**src/rtl/scu_dsp_dma_ctrl_pkg.sv**
```systemverilog
// Shared types and helpers for the SCU DSP D0 DMA controller.
// Covers the FSM states, the latched DMA command fields and the address step rule.
package scu_dsp_dma_ctrl_pkg;

  typedef enum logic [2:0] {
    IDLE = 3'd0,
    WAIT = 3'd1,
    BUS  = 3'd2,
    ACK  = 3'd3,
    END  = 3'd4,
    DONE = 3'd5
  } DMAState_t;

  typedef struct packed {
    logic       dir;   // 1 = DSP RAM to bus
    logic       hold;  // 1 = no address write-back
    logic [2:0] add;
  } DMACmd_t;

  localparam int DSO_DIR_BIT  = 12;
  localparam int DSO_HOLD_BIT = 14;
  localparam int DSO_ADD_LSB  = 15;
  localparam int DSO_ADD_MSB  = 17;

  // Reads always step one word whenever any increment is requested.
  function automatic logic [8:0] DmaInc(input logic [2:0] add, input logic dir);
    if (add == 3'd0) return 9'd0;
    if (!dir)        return 9'd4;
    return 9'd4 << (add - 3'd1);
  endfunction

endpackage

```
**src/rtl/scu_dsp_dma_ctrl.sv**
```systemverilog
// External-bus side of the SCU DSP D0 DMA port: one bus access per DSP word request,
// RA0/WA0 address tracking and an END pulse on completion or bus timeout.
module scu_dsp_dma_ctrl
  import scu_dsp_dma_ctrl_pkg::*;
#(
  parameter int ADDR_W  = 27,
  parameter int TIMEOUT = 255
) (
  input  logic              CLK,
  input  logic              RST,
  input  logic              CE,
  input  logic [31:0]       DSO,
  input  logic              RA0W,
  input  logic              WA0W,
  input  logic              DMAW,
  input  logic              DMA_REQ,
  input  logic              DMA_WE,
  input  logic [31:0]       DMA_DO,
  input  logic              DMA_LAST,
  output logic [31:0]       DMA_DI,
  output logic              DMA_ACK,
  output logic              DMA_END,
  output logic [ADDR_W-1:0] BUS_A,
  output logic [31:0]       BUS_DO,
  input  logic [31:0]       BUS_DI,
  output logic              BUS_REQ,
  output logic              BUS_WE,
  input  logic              BUS_RDY,
  output logic              BUSY
);

  localparam int TW = (TIMEOUT < 2) ? 1 : $clog2(TIMEOUT + 1);

  DMAState_t         state, nxt;
  DMACmd_t           cmd;
  logic [ADDR_W-1:0] ra0, wa0, ptr;
  logic [ADDR_W-1:0] dso_addr;
  logic [TW-1:0]     tmo_cnt;
  logic              lastf, aborted;
  logic [31:0]       di;
  logic              tmo_hit, wb;

  // Direction comes from the latched instruction, so DMA_WE and the top DSO bits are not needed.
  logic unused;
  assign unused = &{1'b0, DMA_WE, DSO[31:25]};

  assign dso_addr = ADDR_W'({DSO[24:0], 2'b00});
  assign tmo_hit  = (TIMEOUT != 0) && (tmo_cnt == TW'(TIMEOUT - 1));
  assign wb       = (state == END) && !cmd.hold && !aborted;
  assign DMA_DI   = di;

  always_ff @(posedge CLK) begin
    if (RST)     state <= IDLE;
    else if (CE) state <= nxt;
  end

  always_comb begin
    nxt = state;
    case (state)
      IDLE:    if (DMAW) nxt = WAIT;
      WAIT:    if (DMA_REQ) nxt = BUS;
      BUS: begin
        if (BUS_RDY)      nxt = ACK;
        else if (tmo_hit) nxt = END;
      end
      ACK:     nxt = lastf ? END : WAIT;
      END:     nxt = DONE;
      DONE:    nxt = IDLE;
      default: nxt = IDLE;
    endcase
  end

  always_comb begin
    BUS_REQ = 1'b0;
    BUS_WE  = 1'b0;
    BUS_A   = '0;
    BUS_DO  = '0;
    DMA_ACK = 1'b0;
    DMA_END = 1'b0;
    BUSY    = (state != IDLE) && (state != DONE);
    case (state)
      BUS: begin
        BUS_REQ = 1'b1;
        BUS_WE  = cmd.dir;
        BUS_A   = ptr;
        BUS_DO  = DMA_DO;
      end
      ACK:     DMA_ACK = 1'b1;
      END:     DMA_END = 1'b1;
      default: ;
    endcase
  end

  always_ff @(posedge CLK) begin
    if (RST) begin
      ra0     <= '0;
      wa0     <= '0;
      ptr     <= '0;
      cmd     <= '0;
      lastf   <= 1'b0;
      aborted <= 1'b0;
      tmo_cnt <= '0;
      di      <= '0;
    end else if (CE) begin
      // A register load from the DSP in the write-back cycle overrides the write-back.
      if (RA0W)                ra0 <= dso_addr;
      else if (wb && !cmd.dir) ra0 <= ptr;
      if (WA0W)                wa0 <= dso_addr;
      else if (wb && cmd.dir)  wa0 <= ptr;

      case (state)
        IDLE: if (DMAW) begin
          cmd.dir  <= DSO[DSO_DIR_BIT];
          cmd.hold <= DSO[DSO_HOLD_BIT];
          cmd.add  <= DSO[DSO_ADD_MSB:DSO_ADD_LSB];
          ptr      <= DSO[DSO_DIR_BIT] ? wa0 : ra0;
          aborted  <= 1'b0;
        end
        WAIT: if (DMA_REQ) begin
          lastf   <= DMA_LAST;
          tmo_cnt <= '0;
        end
        BUS: begin
          if (BUS_RDY)      di      <= BUS_DI;
          else if (tmo_hit) aborted <= 1'b1;
          else              tmo_cnt <= tmo_cnt + 1'b1;
        end
        ACK:     ptr <= ptr + ADDR_W'(DmaInc(cmd.add, cmd.dir));
        default: ;
      endcase
    end
  end

endmodule

```
**config.mk**
```make
export PLATFORM = sky130hd
export DESIGN_NAME = scu_dsp_dma_ctrl
export DESIGN_NICKNAME = d
export VERILOG_FILES = /design/src/rtl/scu_dsp_dma_ctrl_pkg.sv /design/src/rtl/scu_dsp_dma_ctrl.sv
export SDC_FILE = /design/constraint.sdc
export NUM_CORES = 1
export LEC_CHECK = 0
export CORE_AREA = 3 3 136 138
export CTS_CLUSTER_SIZE = 14
export DETAILED_ROUTE_END_ITERATION = 6
export DIE_AREA = 0 0 139 141
export PLACE_DENSITY = 0.71
export SLEW_MARGIN = 20
export SYNTH_ARGS = -nofsm -noshare
export SYNTH_HDL_FRONTEND = slang
export SYNTH_SLANG_ARGS = --single-unit
```
**constraint.sdc**
```tcl
create_clock -name CLK -period 4.2 [get_ports CLK]
set_input_delay 0.84 -clock CLK [delete_from_list [all_inputs] [get_ports CLK]]
set_output_delay 0.84 -clock CLK [all_outputs]
set_load 0.01 [all_outputs]
```
==> results summary, run 1 <==
The async set-reset flop share out of synthesis is 0%. In the synthesized netlist the dominant register cell turns out to be dfxtp_1. Adding up every negative setup slack in the final design gives 0 ns. The final RePlAce weighted congestion came out at approximately 0.84.

Cells with a size suffix above 1 make up around 6.4% of the layout. The maximum vdd drop is approximately 0.30 mV. The remaining design rule violation count is 0. The floorplan die height is 141 um. For this block, the initial DRC count from the detailed router was 434. TritonCTS built the clock tree. Each instance of the synthesized netlist takes up on average 8.128 um2. The worst reg2reg path depth is 9. The overall overflow remaining after global route is 0.

After clock tree synthesis, the clock-pin slew on the worst setup and hold paths is 0.06 ns. The synthesized netlist contains 50 unique library cells. The internal reg-to-reg setup slack is 1.37 ns.

The detail route stage leaves a number of antenna-violating nets equal to 0. The max-slew violation count was 0. The reported leakage power came out at roughly 3.7 nW.

The placed standard-cell area is a little under 9000 um2. The number of storage elements in the synthesis netlist came out at ~130. The endpoint required time on the critical path came out at roughly 3.4 ns. The number of nets in the finished design came out at 1118. For this design the ratio of total power to cell area is ~350 nW/um2. The floorplan has 48 rows. Post-CTS timing repair inserted 0 buffers for setup. Setup repair after global routing left no endpoint under its margin.

The floorplan core area is 17300 um2. The wire length of the first global-routing pass came out at roughly 34 mm. The cts-stage hold buffer count is 0.

The synthesized netlist occupies a cell area of 6900 um2. The average detailed-routed wire length per instance came out at between 15 and 20 um. The tree is rooted in a clkbuf_16. The worst setup path is launched from a flop.

Net switching is between 20% and 30% of the power. The number of nets in the synthesized netlist is ~970. The worst slew slack as a fraction of its limit came out at 36.43%. At the end of the flow the core is filled with cells to between 50% and 60%. The number of buffers created by CTS is 17. The number of buffers on the longest clock path is 2.

The max-cap check violation count is 0. In this run the power spent charging and discharging nets is 0.8815 mW. The count of final hold-check violations is 0. The number of clock sinks is about 130. After legalization and detailed placement, the total HPWL measured around 14 mm.

The path class of the tightest hold or removal check is reg2reg. Per report_power, the sequential group accounts for just over 40% of the total. The post-detailed-routing wire length came out at 21.23 mm. The type of element capturing the critical path is an output port. The number of I/O port buffers is between 150 and 200. The pin count of the biggest net entering global routing is 83. In the routed layout, each cell is associated on average with a via count of around 5.4. The final cycle utilization of the critical path is between 80% and 90%. The die covers approximately 20000 um2. The launch instance of the worst register-to-register path is cmd[1]. The flow ran to the end, and the final reports show no timing, DRC or antenna violations.

The slew at the pin closest to its max-slew limit is roughly 0.95 ns. The number of cells produced by synthesis came out at roughly 850. The count of TritonRoute iterations in the first routing pass is 5.

From left edge to right edge, the die measures 139 um. The internal power of the cells totals 2.414 mW. The part of the total power dissipated in the clock network came out at approximately 44%. The minimum period implied by the final worst setup slack came out at between 3 and 4 ns. between 200 and 250 I/O pins were placed. The number of vias in the routed layout is slightly below 7000. The endpoint of the worst setup timing path is BUS_WE. The initial antenna violation count is 0. The count of flip-flops with a built-in enable after synthesis came out at 0. The clock arrives with ~0.0064 ns of skew.

The critical path starts at state[0]. The post-cts gate resize count came out at 0. The maximum frequency from static timing analysis is approximately 0.29 GHz. With fillers left out, the area of the finished cells amounts to approximately 9500 um2.

The combinational power share came out at between 10% and 20%. CTS built an H-tree with a depth of 4. The starting utilization of the core area is around two fifths. The area growth from synthesis to layout is 38.02%. For the worst setup path, the data arrival time is 2.64 ns.

The final-report setup violation count is 0. The via count of the first global-routing pass is 6414. The largest fanout on the critical path came out at 21. The share of the yosys chip area belonging to registers is about two fifths. The kind of critical path is reg2out. The library cells used most frequently in the layout, excluding fill and tap cells, are 189 x clkdlybuf4s50_1, 130 x dfxtp_1, 100 x nand2_1, 86 x nor2_1, 79 x mux2i_1. Leaving out fill and tap cells, the most frequent cell in the layout is clkdlybuf4s50_1.

The worst flop-to-flop path endpoint is ptr[26]. The clock latency on the worst-skew pair is ~0.42 ns. The warning count from the yosys run is 0. The total routing resource utilization after global routing is between 20% and 30%.
[cells by family after synthesis]
| family | share of synthesized area (%) |
|---|---|
| adders and majority gates | 1.922 |
| DFF | 38.01 |
| and+or+nand+nor | 22.65 |
| buffers and inverters | 4.968 |
| muxes | 12.28 |
| AOI/OAI and AO/OA | 18.91 |
| xor gates and xnor gates | 1.269 |
[cell type report]
cell class / instances / area, um2
Multi-Input combinational cell: 632 / 3953
Inverter: 12 / 45.04
Clock inverter: 13 / 136.4
Fill cell: 1602 / 7772
Antenna cell: 1 / 2.502
Sequential cell: 131 / 2624
Timing Repair Buffer: 208 / 2039
Clock buffer: 19 / 442.9
Tap cell: 225 / 281.5
[registers in the layout (all words and copies together), names as in the netlist]
name	cells
cmd	5
tmo_cnt	8
wa0	27
DMA_DI	32
ptr	27
ra0	27
lastf	1
state	3
aborted	1
[cells in the mapped netlist (2+ instances only)]
| master | number | area (um2) |
|---|---|---|
| nand3b_1 | 7 | 52.55 |
| ha_1 | 9 | 112.6 |
| a211oi_1 | 63 | 473.0 |
| o311ai_0 | 2 | 17.52 |
| or2_2 | 2 | 12.51 |
| and4_1 | 2 | 17.52 |
| o211ai_1 | 8 | 60.06 |
| nand3_1 | 12 | 60.06 |
| o31ai_1 | 2 | 15.01 |
| buf_2 | 16 | 80.08 |
| mux2_2 | 5 | 56.30 |
| xor2_1 | 7 | 61.31 |
| o21ai_0 | 17 | 85.08 |
| a22oi_1 | 4 | 30.03 |
| mux2i_1 | 79 | 790.8 |
| nand2_1 | 100 | 375.4 |
| o2111ai_1 | 3 | 26.28 |
| a21o_1 | 2 | 15.01 |
| a21oi_1 | 74 | 370.4 |
| nor2_1 | 87 | 326.6 |
| a211o_1 | 2 | 17.52 |
| nand4_1 | 6 | 37.54 |
| nor3b_1 | 5 | 37.54 |
| nor4_1 | 2 | 12.51 |
| nor3_1 | 16 | 80.08 |
| xnor2_1 | 3 | 26.28 |
| a31oi_1 | 14 | 87.58 |
| o22ai_1 | 8 | 50.05 |
| o31a_1 | 2 | 17.52 |
| inv_1 | 11 | 41.29 |
| and3_1 | 65 | 406.6 |
| or4_1 | 4 | 30.03 |
| clkbuf_1 | 57 | 214.0 |
| dfxtp_1 | 131 | 2623 |
| nor2_2 | 3 | 18.77 |
| and2_1 | 2 | 12.51 |
| or3_1 | 4 | 25.02 |
[layer usage]
metal  vias up  GRT usage [%]  part of all wire (%)  wire length [um]
met5         -              0                     0                 0
met4         0          4.995                  0.92               196
met3        16          6.818                   7.5              1600
met2       220          33.90                    46              9871
met1      3127          27.80                    45              9565
li1       3386              -                     -                 -
[power by group through the flow]
stage | sequential, mW | clock, mW | combinational (mW)
final | 1.36 | 1.46 | 0.481
after global routing | 1.37 | 1.54 | 0.525
after CTS | 1.36 | 1.48 | 0.481
after detailed placement | 1.38 | 0 | 0.478
after global placement | 1.38 | 0 | 0.472
after floorplan | 1.36 | 0 | 0.289
[critical path, stage by stage, from the launching register on]
cell	delay, ns
dfxtp_1	0.46
nor2_4	0.50
nand2_1	0.39
nor2_1	0.27
clkdlybuf4s50_1	0.59
[worst min path at each step]
stage	slack, ns	start	cells past startpoint	end
6_report	0.45	DMA_DI[26]	2	DMA_DI[26]
5_1_grt	0.47	DMA_DI[26]	2	DMA_DI[26]
4_1_cts	0.45	DMA_DI[24]	2	DMA_DI[24]
3_5_place_dp	0.45	DMA_DI[24]	2	DMA_DI[24]
3_3_place_gp	0.44	DMA_DI[2]	2	DMA_DI[2]
2_1_floorplan	0.44	cmd[3]	2	cmd[3]
[per-stage QoR]
stage | hold slack [ns] | power, mW | worst slack, ns | instances
floorplan | 0.4367 | 1.649 | 1.801 | 849
global placement | 0.4410 | 1.855 | 1.014 | 1208
detailed placement | 0.4462 | 1.862 | 0.9965 | 1208
CTS | 0.4533 | 3.319 | 0.7218 | 1240
global route | 0.4681 | 3.431 | 0.5977 | 1240
finish | 0.4502 | 3.295 | 0.7198 | 1241
Note: power is estimated with default switching activity, not from simulation.
==> run 2: changes to the inputs <==
PLACE_DENSITY = 0.74   (was 0.71)
clock period = 2.9 ns   (was 4.2 ns; I/O delays follow)
==> run 2 against run 1 <==
Sequential power rose by 45%. First-iteration DRC count grew 12%. Setup slack worse by 0.57 ns. Critical path type unchanged. Highest routed layer unchanged.
==> results summary, run 2 (synthesis gave the netlist of run 1 again) <==
The number of clock sinks was 131 (unchanged). The wire length of the first global-routing pass is 34.10 mm (was 33.91 mm). The cell count of the worst hold path came out at 2 (unchanged). The kind of critical path is reg2out (unchanged).

The floorplan core area is 17300 um2 (unchanged). The number of I/O port buffers came out at 193 (unchanged). The net switching power figure is 1.318 mW (was 0.8815 mW).

Counting I/O delays and the setup requirement, the final critical path takes roughly 2.7 ns. The initial antenna violation count is 0 (unchanged). The count of final hold-check violations is 0 (unchanged). The worst clock skew came to 0.01064 ns (was 0.006385 ns).

The power density normalized to cell area came out at 512.7 nW/um2 (was 346.0 nW/um2). The overall overflow remaining after global route is 0 (unchanged). The proportion of total power due to net switching came to 26.32% (was 26.75%). The worst setup timing slack at the placement stage is 0.2679 ns (was 0.9965 ns). The number of nets in the finished design came out at 1138 (was 1118).

The combinational power share was 14.6% (about the same). The post-route antenna net violation count is 0 (unchanged). The share of total power in sequential cells was 39.3% (was 41.2%). The clock latency on the worst-skew pair came out at 0.43 ns (was 0.42 ns). The most common cell after layout, fill and taps aside is clkdlybuf4s50_1 (unchanged). The origin of the worst min-delay path is DMA_DI[27] (was DMA_DI[26]).

The number of buffers on the longest clock path is 2 (unchanged). RSZ-0062 raised after global routing: false (unchanged). The clock edge transition at the registers on the reported setup and hold paths came to 0.06 ns (about the same).

The maximum vdd drop came to 0.4387 mV (was 0.3049 mV). The launch instance of the worst register-to-register path is cmd[1] (unchanged). The cts-stage hold buffer count is 0 (unchanged). The site row count is 48 (unchanged). The final cycle utilization of the critical path is a little over nine tenths. The critical-path cell with the highest stage delay is clkdlybuf4s50_1 (unchanged). The cell-internal power is 3.688 mW (was 2.414 mW). The max-slew violation count is 0 (unchanged). The post-detailed-routing wire length came out at 21.18 mm (was 21.23 mm).

The arrival time reported for the critical path endpoint is 2.17 ns (was 2.64 ns). The met1 wire length is 9.155 mm (was 9.565 mm). The worst slew slack as a fraction of its limit is 61.12% (was 36.43%). The clock root buffer was clkbuf_16 (unchanged). The count of TritonRoute iterations in the first routing pass is 5 (unchanged). The average vias per placed instance is 5.433 (was 5.438). The post-route core utilization is 56.45% (was 55.06%). The uppermost layer routed is met4 (unchanged). The endpoint required time on the critical path came out at 2.32 ns (was 3.36 ns). The number of inserted diodes came out at 0 (was 1).

The via count of the first global-routing pass was 6524 (was 6414). The nature of the critical path startpoint is a flop (unchanged). The average detailed-routed wire length per instance came out at 16.81 um (was 17.11 um). The number of flip-flops under the largest register name is 32 (unchanged). The worst flop-to-flop path endpoint is ptr[16] (was ptr[26]).

The final RePlAce weighted congestion came out at 0.8898 (was 0.8396). The full die area came out at 19600 um2 (unchanged). The synthesis-to-finish area growth came to 41.50% (was 38.02%). The floorplan die height was 141 um (unchanged).

The routed length on met2 was 9.958 mm (was 9.871 mm). The CTS tree is built (unchanged). The internal reg-to-reg setup slack is 0.33 ns (was 1.37 ns).

The top-level I/O count is 202 (unchanged). The share of final-layout standard cells stronger than drive strength 1 is 8.406% (was 6.404%). The maximum frequency from static timing analysis came out at about 0.36 GHz. The worst min-delay path endpoint was DMA_DI[27] (was DMA_DI[26]). The max-cap check violation count is 0 (unchanged). The pin count of the biggest net entering global routing came out at 53 (was 83). Run status: complete, no violations (unchanged). Highest-count cells in the layout ignoring fill and taps: 189 x clkdlybuf4s50_1, 130 x dfxtp_1, 99 x nand2_1, 86 x nor2_1, 79 x mux2i_1 (was 189 x clkdlybuf4s50_1, 130 x dfxtp_1, 100 x nand2_1, 86 x nor2_1, 79 x mux2i_1).

The detailed-routed wire length on met3 is 1.710 mm (was 1.600 mm). The largest fanout on the critical path is 11 (was 21). The number of H-tree levels came out at 4 (unchanged). The detailed-placement wirelength estimate is 14.70 mm (was 14.34 mm). The critical path buffer and inverter count was 1 (unchanged). The violation count after the first detailed-route iteration came to 487 (was 434).

The reported leakage power is 3.824 nW (was 3.690 nW). The final worst setup slack was 0.1511 ns (was 0.7198 ns). List of cells traversed by the critical path: nor2_4, nand2_2, nor2_1, clkdlybuf4s50_1 (was nor2_4, nand2_1, nor2_1, clkdlybuf4s50_1). The number of buffers created by CTS came out at 17 (unchanged). The worst min-delay path category is reg2reg (unchanged). The kind of cell adding the most delay to the critical path is simple AND/OR/NAND/NOR gates (unchanged). The starting utilization of the core area was 39.89% (unchanged). The number of vias in the routed layout is 6845 (was 6749). The setup total negative slack is 0 ns (unchanged). The largest stage delay on the critical path came out at 0.59 ns (about the same).

The type of element capturing the critical path is an output port (unchanged). The total routing resource utilization after global routing came out at 21.14% (was 21.11%). The remaining design rule violation count came out at 0 (unchanged).

The width of the die was 139 um (unchanged). The worst reg2reg path depth was 12 (was 9). The final-report setup violation count is 0 (unchanged).

The part of the total power dissipated in the clock network is 46.1% (was 44.2%). The slew at the pin closest to its max-slew limit came out at 0.5782 ns (was 0.9536 ns).
[run 2: cell types whose count changed in the layout (fill, tap and decap cells not counted), sizes merged, moves of 2 or more]
cell | before | now
inv | 11 | 14
clkinv | 8 | 4
buf | 19 | 39
bufinv | 2 | 4
clkbuf | 19 | 17
[run 2: layout make-up]
class / instances / area, um2
fillers: 1569 / 7532
multi-input cells: 632 / 3955
flip-flops and latches: 131 / 2624
repair buffers: 228 / 2227
clock buffers: 17 / 425.4
well taps: 225 / 281.5
clock inverters: 15 / 206.4
inverters: 12 / 45.04
[run 2: routing by layer]
metal / global-route usage, % / vias up
li1: - / 3420
met1: 26.93 / 3162
met2: 34.29 / 234
met3: 6.581 / 29
met4: 6.952 / 0
met5: 0 / -
[run 2: how the worst max path moves through the flow]
stage              from         end  slack, ns  cells past startpoint
2_1_floorplan    cmd[1]     ptr[14]       0.61                     10
3_3_place_gp     cmd[1]     ptr[13]       0.28                      9
3_5_place_dp         CE     ptr[10]       0.27                      7
4_1_cts        state[2]      BUS_WE       0.03                      4
5_1_grt        state[1]  BUS_DO[26]       0.05                      3
6_report       state[2]      BUS_WE       0.15                      4
[run 2: worst register-to-register path, delay by kind of cell (launching register included)]
family                   cells  cell delay (ns)
flip-flops                   1             0.37
buffers and inverters        2             0.33
adder cells (fa/ha/maj)      2             0.67
XOR/XNOR                     1             0.07
AO/OA/AOI/OAI                4             0.83
AND/OR/NAND/NOR              3             0.22
[run 2: repair_timing]
| action | CTS | global route |
|---|---|---|
| setup endpoints to repair | 5 | 7 |
| pin swaps | 0 | 3 |
| resized for setup | 1 | 0 |
| buffers inserted | 0 | 4 |
| gates cloned | 0 | 0 |
[run 2: stage by stage]
stage / hold slack [ns] / power, mW / area, um2 / cells
2_1_floorplan: 0.4367 / 2.389 / 6900 / 849
3_3_place_gp: 0.4408 / 2.707 / 9100 / 1224
3_5_place_dp: 0.4473 / 2.719 / 9100 / 1224
4_1_cts: 0.4546 / 5.034 / 9734 / 1256
5_1_grt: 0.4760 / 5.204 / 9764 / 1260
6_report: 0.4527 / 5.006 / 9764 / 1260
[run 2: power by group through the flow]
stage	registers, mW	logic, mW	clock network [mW]
floorplan	1.97	0.418	0
global placement	2.00	0.708	0
detailed placement	2.00	0.717	0
CTS	1.96	0.724	2.35
global route	1.98	0.803	2.42
finish	1.97	0.732	2.31
